**src/rtl/m_cache_refill_pkg.sv**
```systemverilog
// rtl/m_cache_refill_pkg.sv - shared state encoding, line geometry and address helpers for the refill engine
`ifndef EADDR_WIDTH
`define EADDR_WIDTH 32
`endif

package m_cache_refill_pkg;

  localparam int EADDR_W          = `EADDR_WIDTH;
  localparam int LINE_WORDS       = 4;
  localparam int WORD_OFFSET_BITS = 2;
  // byte offset within a line: word index plus byte-in-word
  localparam int LINE_OFFSET_BITS = WORD_OFFSET_BITS + 2;

  localparam logic [EADDR_W-1:0] LINE_BASE_MASK =
    {{(EADDR_W-LINE_OFFSET_BITS){1'b1}}, {LINE_OFFSET_BITS{1'b0}}};

  typedef enum logic [1:0] {
    S_IDLE    = 2'd0,
    S_FETCH   = 2'd1,
    S_DRAIN   = 2'd2,
    S_INSTALL = 2'd3
  } refill_state_e;

  // holds 0..LINE_WORDS inclusive
  typedef logic [2:0] word_cnt_t;

  function automatic logic [EADDR_W-1:0] line_base(input logic [EADDR_W-1:0] addr);
    return addr & LINE_BASE_MASK;
  endfunction

  // word address inside the line; never carries into the line base
  function automatic logic [EADDR_W-1:0] word_addr(input logic [EADDR_W-1:0] base,
                                                   input logic [WORD_OFFSET_BITS-1:0] idx);
    return {base[EADDR_W-1:LINE_OFFSET_BITS], idx, 2'b00};
  endfunction

endpackage

```
**src/rtl/m_cache_refill_timer.sv**
```systemverilog
// rtl/m_cache_refill_timer.sv - loadable down-counter flagging a stalled memory response
module m_refill_timer #(
  parameter int TIMEOUT = 255
) (
  input  logic i_clk,
  input  logic i_rst_n,
  input  logic i_load,
  input  logic i_en,
  output logic o_expire
);

  localparam int CW = (TIMEOUT < 2) ? 1 : $clog2(TIMEOUT);

  // remaining stalled cycles after the current one; the abort pulse is
  // registered, so expiry is flagged one cycle ahead of the TIMEOUT-th stall
  logic [CW-1:0] count;

  // reload on every bit of progress, otherwise count down while waiting
  always_ff @(posedge i_clk or negedge i_rst_n) begin
    if (!i_rst_n) begin
      count <= '0;
    end else if (i_load) begin
      count <= CW'(TIMEOUT - 1);
    end else if (i_en && (count != '0)) begin
      count <= count - 1'b1;
    end
  end

  assign o_expire = i_en && (count <= CW'(1));

endmodule

```
**src/rtl/m_cache_refill.sv**
```systemverilog
// rtl/m_cache_refill.sv - fetches a 4-word cache line from memory and installs it into the cache
module m_cache_refill
  import m_cache_refill_pkg::*;
#(
  parameter int TIMEOUT = 255
) (
  input  logic                      i_clk,
  input  logic                      i_rst_n,
  input  logic                      i_miss,
  input  logic [EADDR_W-1:0]        i_maddr,
  input  logic                      i_cpu_we,
  output logic                      o_busy,
  output logic                      o_mem_req,
  output logic [EADDR_W-1:0]        o_mem_addr,
  input  logic                      i_mem_gnt,
  input  logic                      i_mem_rvalid,
  input  logic [31:0]               i_mem_rdata,
  output logic                      o_ie,
  output logic [EADDR_W-1:0]        o_iaddr,
  output logic [LINE_WORDS*32-1:0]  o_idata,
  output logic                      o_done,
  output logic                      o_err
);

  refill_state_e             state;
  logic [EADDR_W-1:0]        base;
  word_cnt_t                 issue_cnt;
  word_cnt_t                 recv_cnt;
  logic [LINE_WORDS*32-1:0]  line;
  logic                      abort_q;

  logic      active;
  logic      start;
  logic      gnt_take;
  logic      rsp_take;
  logic      progress;
  logic      expire;
  logic      abort;
  word_cnt_t issue_nxt;
  word_cnt_t recv_nxt;

  // a response counts against grants including one landing this same cycle
  always_comb begin
    active    = (state == S_FETCH) || (state == S_DRAIN);
    start     = (state == S_IDLE) && i_miss;
    gnt_take  = (state == S_FETCH) && i_mem_gnt;
    issue_nxt = issue_cnt + {2'b00, gnt_take};
    rsp_take  = active && i_mem_rvalid && (recv_cnt < issue_nxt);
    recv_nxt  = recv_cnt + {2'b00, rsp_take};
    progress  = gnt_take || rsp_take;
    abort     = active && expire && !progress;
  end

  m_refill_timer #(
    .TIMEOUT (TIMEOUT)
  ) u_timer (
    .i_clk    (i_clk),
    .i_rst_n  (i_rst_n),
    .i_load   (start || progress),
    .i_en     (active),
    .o_expire (expire)
  );

  // refill sequencer: issue four reads, collect four words, install the line
  always_ff @(posedge i_clk or negedge i_rst_n) begin
    if (!i_rst_n) begin
      state     <= S_IDLE;
      base      <= '0;
      issue_cnt <= '0;
      recv_cnt  <= '0;
      line      <= '0;
      abort_q   <= 1'b0;
    end else begin
      abort_q <= 1'b0;
      case (state)
        S_IDLE: begin
          if (start) begin
            base      <= line_base(i_maddr);
            issue_cnt <= '0;
            recv_cnt  <= '0;
            state     <= S_FETCH;
          end
        end
        S_FETCH, S_DRAIN: begin
          issue_cnt <= issue_nxt;
          recv_cnt  <= recv_nxt;
          if (rsp_take) begin
            line[{recv_cnt[1:0], 5'b00000} +: 32] <= i_mem_rdata;
          end
          if (abort) begin
            state   <= S_IDLE;
            abort_q <= 1'b1;
          end else if (recv_nxt == 3'd4) begin
            state <= S_INSTALL;
          end else if (issue_nxt == 3'd4) begin
            state <= S_DRAIN;
          end
        end
        S_INSTALL: begin
          if (!i_cpu_we) begin
            state <= S_IDLE;
          end
        end
        default: state <= S_IDLE;
      endcase
    end
  end

  // install waits on the cache's own write port, so o_ie follows i_cpu_we directly
  assign o_busy     = (state != S_IDLE);
  assign o_mem_req  = (state == S_FETCH);
  assign o_mem_addr = word_addr(base, issue_cnt[1:0]);
  assign o_ie       = (state == S_INSTALL) && !i_cpu_we;
  assign o_iaddr    = base;
  assign o_idata    = line;
  assign o_done     = o_ie || abort_q;
  assign o_err      = abort_q;

endmodule

```
**config.mk**
```make
export PLATFORM = sky130hd
export DESIGN_NAME = m_cache_refill
export DESIGN_NICKNAME = d
export VERILOG_FILES = /design/src/rtl/m_cache_refill_pkg.sv /design/src/rtl/m_cache_refill_timer.sv /design/src/rtl/m_cache_refill.sv
export SDC_FILE = /design/constraint.sdc
export NUM_CORES = 1
export LEC_CHECK = 0
export ABC_AREA = 1
export CORE_UTILIZATION = 26
export CTS_CLUSTER_SIZE = 28
export DETAILED_ROUTE_END_ITERATION = 6
export GPL_TIMING_DRIVEN = 0
export PLACE_DENSITY = 0.57
export SLEW_MARGIN = 20
export SYNTH_ARGS = -nofsm -noshare
export SYNTH_HDL_FRONTEND = slang
export SYNTH_SLANG_ARGS = --single-unit
```
**constraint.sdc**
```tcl
create_clock -name i_clk -period 2.9 [get_ports i_clk]
set_input_delay 0.725 -clock i_clk [delete_from_list [all_inputs] [get_ports i_clk]]
set_output_delay 0.725 -clock i_clk [all_outputs]
set_load 0.02 [all_outputs]
```
==> impl_results.md, run 1 <==
- Worst-margin pin slew: 0.936 ns
- Max Freq: ~360 MHz
- Fin nets: between 1,000 and 1,500
- Tcrit/Tclk final: 0.959
- Crit path DAT: around 3.1 ns
- Synth unique cells: 34
- Placer congestion estimate: ~0.82
- Syn Area/Cell: around 9.6 um2
- DRC violations left: 0
- Vias: roughly 7,000
- Post-Layout Cell Count: about 1,500
- Crit. End Element: register
- Crit path kind: in -> reg
- CTS tree: built
- Startpoint types: primary input
- DP Area: between 10,000 and 15,000 um2
- Hold Fails Final Rpt: 0
- CP peak stage delay: between 0.2 and 0.3 ns
- Die ar.: ~31,000 um2
- Hold Path Class: in -> async
- Slowest-stage cell, CP: dlygate4sd2_1
- # H-tree levels: 4
- Int Pwr: 6.49 mW
- Setup violations, final: 0
- Input/output buffers: approximately 260
- Ports: ~270
- Slew Limit Fails: 0
- Vias in the first global route: a little under 7,000
- DIE WIDTH: 177 um
- Net Switching: around 4.4 mW
- Cell area after layout: ~12,000 um2
- Die Y: approximately 180 um
- Final ANT Viol Nets: 0
- Syn-to-layout area delta: 48.9%
- Peak VDD IR: 0.379 mV
- Gate power share: 0.481
- PwrDens: ~910 nW/um2
- Max cap viols: 0
- Clock Skew: 0.0177 ns
- CP most frequent cell: ha_4
- Area of the core: between 20,000 and 30,000 um2
- Final Hold Slack: 0.174 ns
- Clock Tree Buf Depth: 2
- Final WL: ~27,000 um
- GRT Util Overall: 0.174
- Wirelength per Cell: 17.8 um
- Core Util, Final: 0.397
- Yosys warnings: 0
- Cts hold-fix bufs: 0
- First-pass GRT wire length: ~42,000 um
- Clock root buffer: clkbuf_16
- CP Buf/Inv Count: 6
- Worst slew margin relative to its limit: 0.371
- LEAKAGE: 5.62 nW
- Row Count: 63
- Global route overflow: 0
- CTS sink count: ~170
- Flop pwr share: 0.292
- DP Cell Count: between 1,000 and 1,500
- First DRT Iteration DRCs: 340
- Delay-heaviest family, CP: adder cells
- Reg2Reg Setup Slack: around 0.13 ns
- Clock power frac: 0.227
- Synthesized area: between 7000 and 8000 um2
- Initial core utilization: 0.267
- TritonCTS Buffers: 17
- Diodes inserted: 0
- Sequential fraction of the synthesis area: 0.541
- Drt pass-1 iters: 5
- FF+latch count, synth: around 170
- CP required: roughly 3.2 ns
- Fillers: around 3,000
- Worst-Skew Late Latency: roughly 0.43 ns
- Vias per inst: 4.61
- Worst-path clk slew: about 0.07 ns
- Status: finished, final reports clean
- Mapped Cells: approximately 830
- Sw Ratio: 0.403
- Crit path cell chain: dlygate4sd2_1, nand2_8, inv_4, ha_4, ha_4, inv_4, ha_4, o21ai_1, nand2_1, nand2_4, nand2_8, inv_4, ha_4, ha_4, xnor2_2, o21ai_2, inv_1, nand3_2, nand2_2, inv_1, nand2_1, nand2_1
- Final min period: ~2.8 ns
- HPWL after DPL: slightly above 20,000 um
- Share of cells above drive strength 1: 0.167
- Antenna violations before repair: 0
- Fin Setup TNS: 0 ns
- Crit-path max FO: 3
- Largest net degree at the start of global routing: 75
layout by cell type (no fill, tap or decap), types with 17 or more instances in the layout:
| cell | count |
|---|---|
| buf_4 | 50 |
| clkbuf_16 | 17 |
| clkdlybuf4s50_1 | 253 |
| dfrtp_1 | 172 |
| inv_1 | 28 |
| mux2_2 | 28 |
| nand2_1 | 158 |
| nand3_1 | 97 |
| nand4_1 | 38 |
| o21ai_0 | 32 |
| o21ai_1 | 95 |
final cells by class:
cell class	count	area, um2	share of cell area
flip-flops and latches	173	4330	0.364
clock inverters	13	176	0.0148
clock buffers	19	443	0.0372
inverters	40	158	0.0132
plain buffers	93	643	0.0540
repair buffers	264	2670	0.224
multi-input cells	529	3000	0.252
well taps	390	488	0.0410
path summary, 6_finish.rpt:
| check | depth (start not counted) | from | to |
|---|---|---|---|
| worst min-delay path | 1 | i_rst_n | o_iaddr[6] |
| worst max register to register | 23 | state[1] | state[1] |
| min in group i_clk | 2 | o_idata[100] | o_idata[100] |
| max in group asynchronous | 2 | i_rst_n | o_idata[118] |
| worst max-delay path | 22 | i_mem_gnt | state[1] |
| worst min register to register | 2 | o_idata[100] | o_idata[100] |
synthesized netlist by cell type:
cell type / number / area share
a21oi_1: 1 / 0.00063
buf_1: 4 / 0.0019
buf_2: 16 / 0.010
buf_4: 44 / 0.041
buf_6: 13 / 0.018
buf_8: 1 / 0.0019
clkbuf_1: 15 / 0.0070
clkbuf_2: 1 / 0.00063
clkinv_1: 1 / 0.00047
conb_1: 1 / 0.00047
dfrtp_1: 173 / 0.54
ha_1: 16 / 0.025
inv_1: 33 / 0.015
inv_2: 6 / 0.0028
mux2_2: 28 / 0.039
nand2_1: 161 / 0.076
nand2_2: 4 / 0.0031
nand2_4: 1 / 0.0014
nand2_8: 1 / 0.0025
nand3_1: 98 / 0.061
nand3_2: 2 / 0.0025
nand4_1: 38 / 0.030
nor2_1: 16 / 0.0075
nor2_2: 1 / 0.00078
nor2_4: 5 / 0.0070
nor3_1: 5 / 0.0031
o211ai_1: 2 / 0.0019
o21ai_0: 33 / 0.021
o21ai_1: 95 / 0.059
o21ai_2: 7 / 0.0077
o221ai_2: 1 / 0.0019
o22ai_1: 5 / 0.0039
or2_2: 1 / 0.00078
xnor2_1: 2 / 0.0022
repair_timing:
action                                  4_1_cts  5_1_grt
endpoints found under the setup margin        4        3
resized for setup                             5        5
pin swaps                                     3        5
setup buffers                                 3        3
endpoints found under the hold margin         0        0
sequential cells by signal, indices dropped and copies added (netlist names):
name / cells
issue_cnt: 3
o_err: 1
o_iaddr: 28
o_idata: 128
recv_cnt: 3
state: 2
u_timer.count: 8
stage by stage:
stage | worst slack (ns) | power (mW)
final | 0.118 | 10.9
after global routing | -0.0157 | 11.5
after CTS | 0.0112 | 11.0
after detailed placement | -0.888 | 8.43
after global placement | -6.65 | 8.37
after floorplan | -0.118 | 6.28
cells by family after synthesis:
kind of cell,count (synthesis),synth area share
xor gates and xnor gates,2,0.00219
DFF,173,0.541
muxes,28,0.0394
AOI/OAI and AO/OA,144,0.0961
and+or+nand+nor,333,0.195
buffers and inverters,134,0.0998
adders and majority gates,16,0.0250
other,1,0.000469
worst register-to-register path, cell delays in order, from the launching register on:
cell,delay (ns)
dfrtp_1,0.37
inv_2,0.06
ha_4,0.18
nand2_8,0.06
inv_4,0.03
ha_4,0.15
ha_4,0.27
inv_4,0.04
ha_4,0.25
o21ai_1,0.05
nand2_1,0.12
nand2_4,0.08
nand2_8,0.07
inv_4,0.03
ha_4,0.15
ha_4,0.15
xnor2_2,0.18
o21ai_2,0.08
inv_1,0.06
nand3_2,0.06
nand2_2,0.07
inv_1,0.05
nand2_1,0.06
nand2_1,0.04
per-layer routing:
metal | global-route usage | routed length [um]
met4 | 0.0431 | 405
met5 | 0 | 0
met2 | 0.280 | 12600
met1 | 0.228 | 12100
met3 | 0.0516 | 1960
power groups by stage:
stage	clock network, mW	registers [mW]	logic (mW)
finish	2.47	3.17	5.24
global route	2.63	3.24	5.67
CTS	2.53	3.18	5.25
detailed placement	0	3.22	5.21
global placement	0	3.21	5.16
floorplan	0	3.64	2.64
(Power assumes the default switching activity.)
==> inputs of run 2 (changes only) <==
--- a/config.mk
+++ b/config.mk
@@ -6,11 +6,12 @@
 export NUM_CORES = 1
 export LEC_CHECK = 0
 export ABC_AREA = 1
-export CORE_UTILIZATION = 26
+export ABC_CLOCK_PERIOD_IN_PS = 2900
+export CORE_UTILIZATION = 25
 export CTS_CLUSTER_SIZE = 28
 export DETAILED_ROUTE_END_ITERATION = 6
 export GPL_TIMING_DRIVEN = 0
-export PLACE_DENSITY = 0.57
+export PLACE_DENSITY = 0.56
 export SLEW_MARGIN = 20
 export SYNTH_ARGS = -nofsm -noshare
 export SYNTH_HDL_FRONTEND = slang
==> impl_results.md, run 2 (synthesized netlist as in run 1, its figures left out) <==
- PwrDens: between 900 and 1000 nW/um2
- Worst slew margin relative to its limit: 0.387
- TritonCTS Buffers: 17
- CP peak stage delay: about 0.43 ns
- Delay-heaviest family, CP: adder cells
- First-pass GRT wire length: between 40,000 and 50,000 um
- Status: finished, final reports clean
- Worst-Skew Late Latency: between 0.4 and 0.5 ns
- Vias in the first global route: around 6,900
- Crit. End Element: register
- Cell area after layout: ~12,000 um2
- Crit-path max FO: 3
- # H-tree levels: 4
- CTS tree: built
- GRT Util Overall: 0.170
- Final Total Pwr: between 10 and 15 mW
- Slew Limit Fails: 0
- Ports: approximately 270
- DRC violations left: 0
- Clock power frac: 0.215
- Gate power share: 0.489
- Hold Path Class: in -> async
- Row Count: 65
- Final WL: roughly 27,000 um
- Vias per inst: about 4.6
- CTS sink count: approximately 170
- Final ANT Viol Nets: 0
- CP Buf/Inv Count: 5
- Share of cells above drive strength 1: 0.170
- Slowest-stage cell, CP: dfrtp_1
- Clock root buffer: clkbuf_16
- Place WS: -0.907 ns
- Final min period: roughly 2.8 ns
- Crit path cell chain: ha_4, nand2_8, inv_4, ha_4, ha_4, inv_4, ha_4, o21ai_2, nand2_1, nand2_4, nand2_8, inv_4, ha_4, ha_4, xnor2_4, o21ai_2, inv_1, nand3_2, nand2_2, inv_2, nand2_1, nand2_1
- Max cap viols: 0
- Diodes inserted: 0
- Worst-path clk slew: ~0.070 ns
- Clock Skew: 0.0109 ns
- Clock Tree Buf Depth: 2
- DP Area: roughly 11,000 um2
- Tcrit/Tclk final: 0.957
- Net Switching: roughly 4.4 mW
- Largest net degree at the start of global routing: ~80
- Flop pwr share: 0.296
- Multi-input logic area: approximately 3000 um2
- Fillers: between 3,000 and 4,000
- HPWL after DPL: between 20,000 and 25,000 um
- Sw Ratio: 0.411
- Crit path DAT: 3.10 ns
- LEAKAGE: between 5 and 6 nW
- Setup violations, final: 0
- Crit path kind: reg -> reg
- Peak VDD IR: 0.424 mV
- Reg2Reg Setup Slack: roughly 0.13 ns
- Area of the core: roughly 31,000 um2
- Vias: 7,009
- RSZ-0062 raised after global routing: true
- Antenna violations before repair: 0
- Commonest non-fill, non-tap cells in the layout: 253 x clkdlybuf4s50_1, 173 x dfrtp_1, 158 x nand2_1
- Max reg flops: 128
- Commonest non-fill, non-tap cell in the layout: clkdlybuf4s50_1
- Drt pass-1 iters: 5
- Wirelength per Cell: about 18 um
- First DRT Iteration DRCs: roughly 430
- Global route overflow: 0
- Worst-margin pin slew: between 0.9 and 1 ns
- Fin nets: 1,206
- CP most frequent cell: ha_4
- CP required: around 3.2 ns
- Hold Fails Final Rpt: 0
- Max Freq: between 300 and 400 MHz
- Syn-to-layout area delta: 48.9%
- Die Y: between 150 and 200 um
- PnR worst setup slack: 0.126 ns
- Register area: between 4000 and 5000 um2
- DIE WIDTH: around 180 um
- Placer congestion estimate: approximately 0.8
- Die ar.: 32,700 um2
- Initial core utilization: 0.254
- Int Pwr: approximately 6.3 mW
- Startpoint types: register
- Input/output buffers: ~260
==> run 2: cell count changes in the layout (fill, tap and decap cells not counted), moves of 2 or more <==
cell / previous run / this run
clkinv_4: 1 / 4
buf_4: 50 / 52
bufinv_16: 3 / 1
clkinvlp_4: 2 / 0
==> run 2: final timing paths <==
path | startpoint | endpoint | cells after the start
worst max-delay path | state[0] | state[0] | 22
worst min-delay path | i_rst_n | o_iaddr[8] | 1
worst max register to register | state[0] | state[0] | 22
worst min register to register | o_idata[2] | o_idata[2] | 2
max in group asynchronous | i_rst_n | o_idata[127] | 2
min in group i_clk | o_idata[2] | o_idata[2] | 2
==> run 2: final cells by class <==
type	instances	share of cell area
clock buffer	17	0.0357
clock inverter	15	0.0128
sequential	173	0.364
inverter	40	0.0132
multi-input combinational	529	0.253
timing repair buffer	266	0.225
buffer	93	0.0540
tap	402	0.0422
==> run 2: through the flow <==
| stage | hold WS, ns | setup TNS [ns] | instances | utilization |
|---|---|---|---|---|
| final | 0.155 | 0 | 1535 | 0.378 |
| after global routing | 0.161 | -0.0434 | 1535 | 0.378 |
| after CTS | 0.148 | 0 | 1530 | 0.376 |
| after detailed placement | 0.473 | -29.66 | 1496 | 0.357 |
| after global placement | 0.467 | -1190.32 | 1494 | 0.355 |
| after floorplan | 0.429 | -0.236 | 836 | - |
==> run 2: what timing repair did <==
item | in CTS | in global routing
hold buffers | 0 | 0
endpoints found under the hold margin | 0 | 0
setup buffers | 3 | 5
gates resized for setup | 5 | 7
pin swaps | 3 | 5
endpoints found under the setup margin | 4 | 2
==> run 2: power by group through the flow <==
stage                     sequential [mW]  clock (mW)  combinational, mW
after CTS                            3.18        2.39               5.25
after global routing                 3.26        2.49               5.66
final                                3.18        2.31               5.26
after detailed placement             3.23           0               5.21
after global placement               3.22           0               5.15
after floorplan                      3.64           0               2.64
==> run 2: layer usage <==
layer / GRT usage / part of all wire / vias up / wire, um
met3: 0.0476 / 0.074 / 22 / 2010
met4: 0.0451 / 0.014 / 0 / 371
li1: - / - / 3354 / -
met1: 0.221 / 0.44 / 3381 / 11800
met5: 0 / 0 / - / 0
met2: 0.277 / 0.48 / 252 / 13000
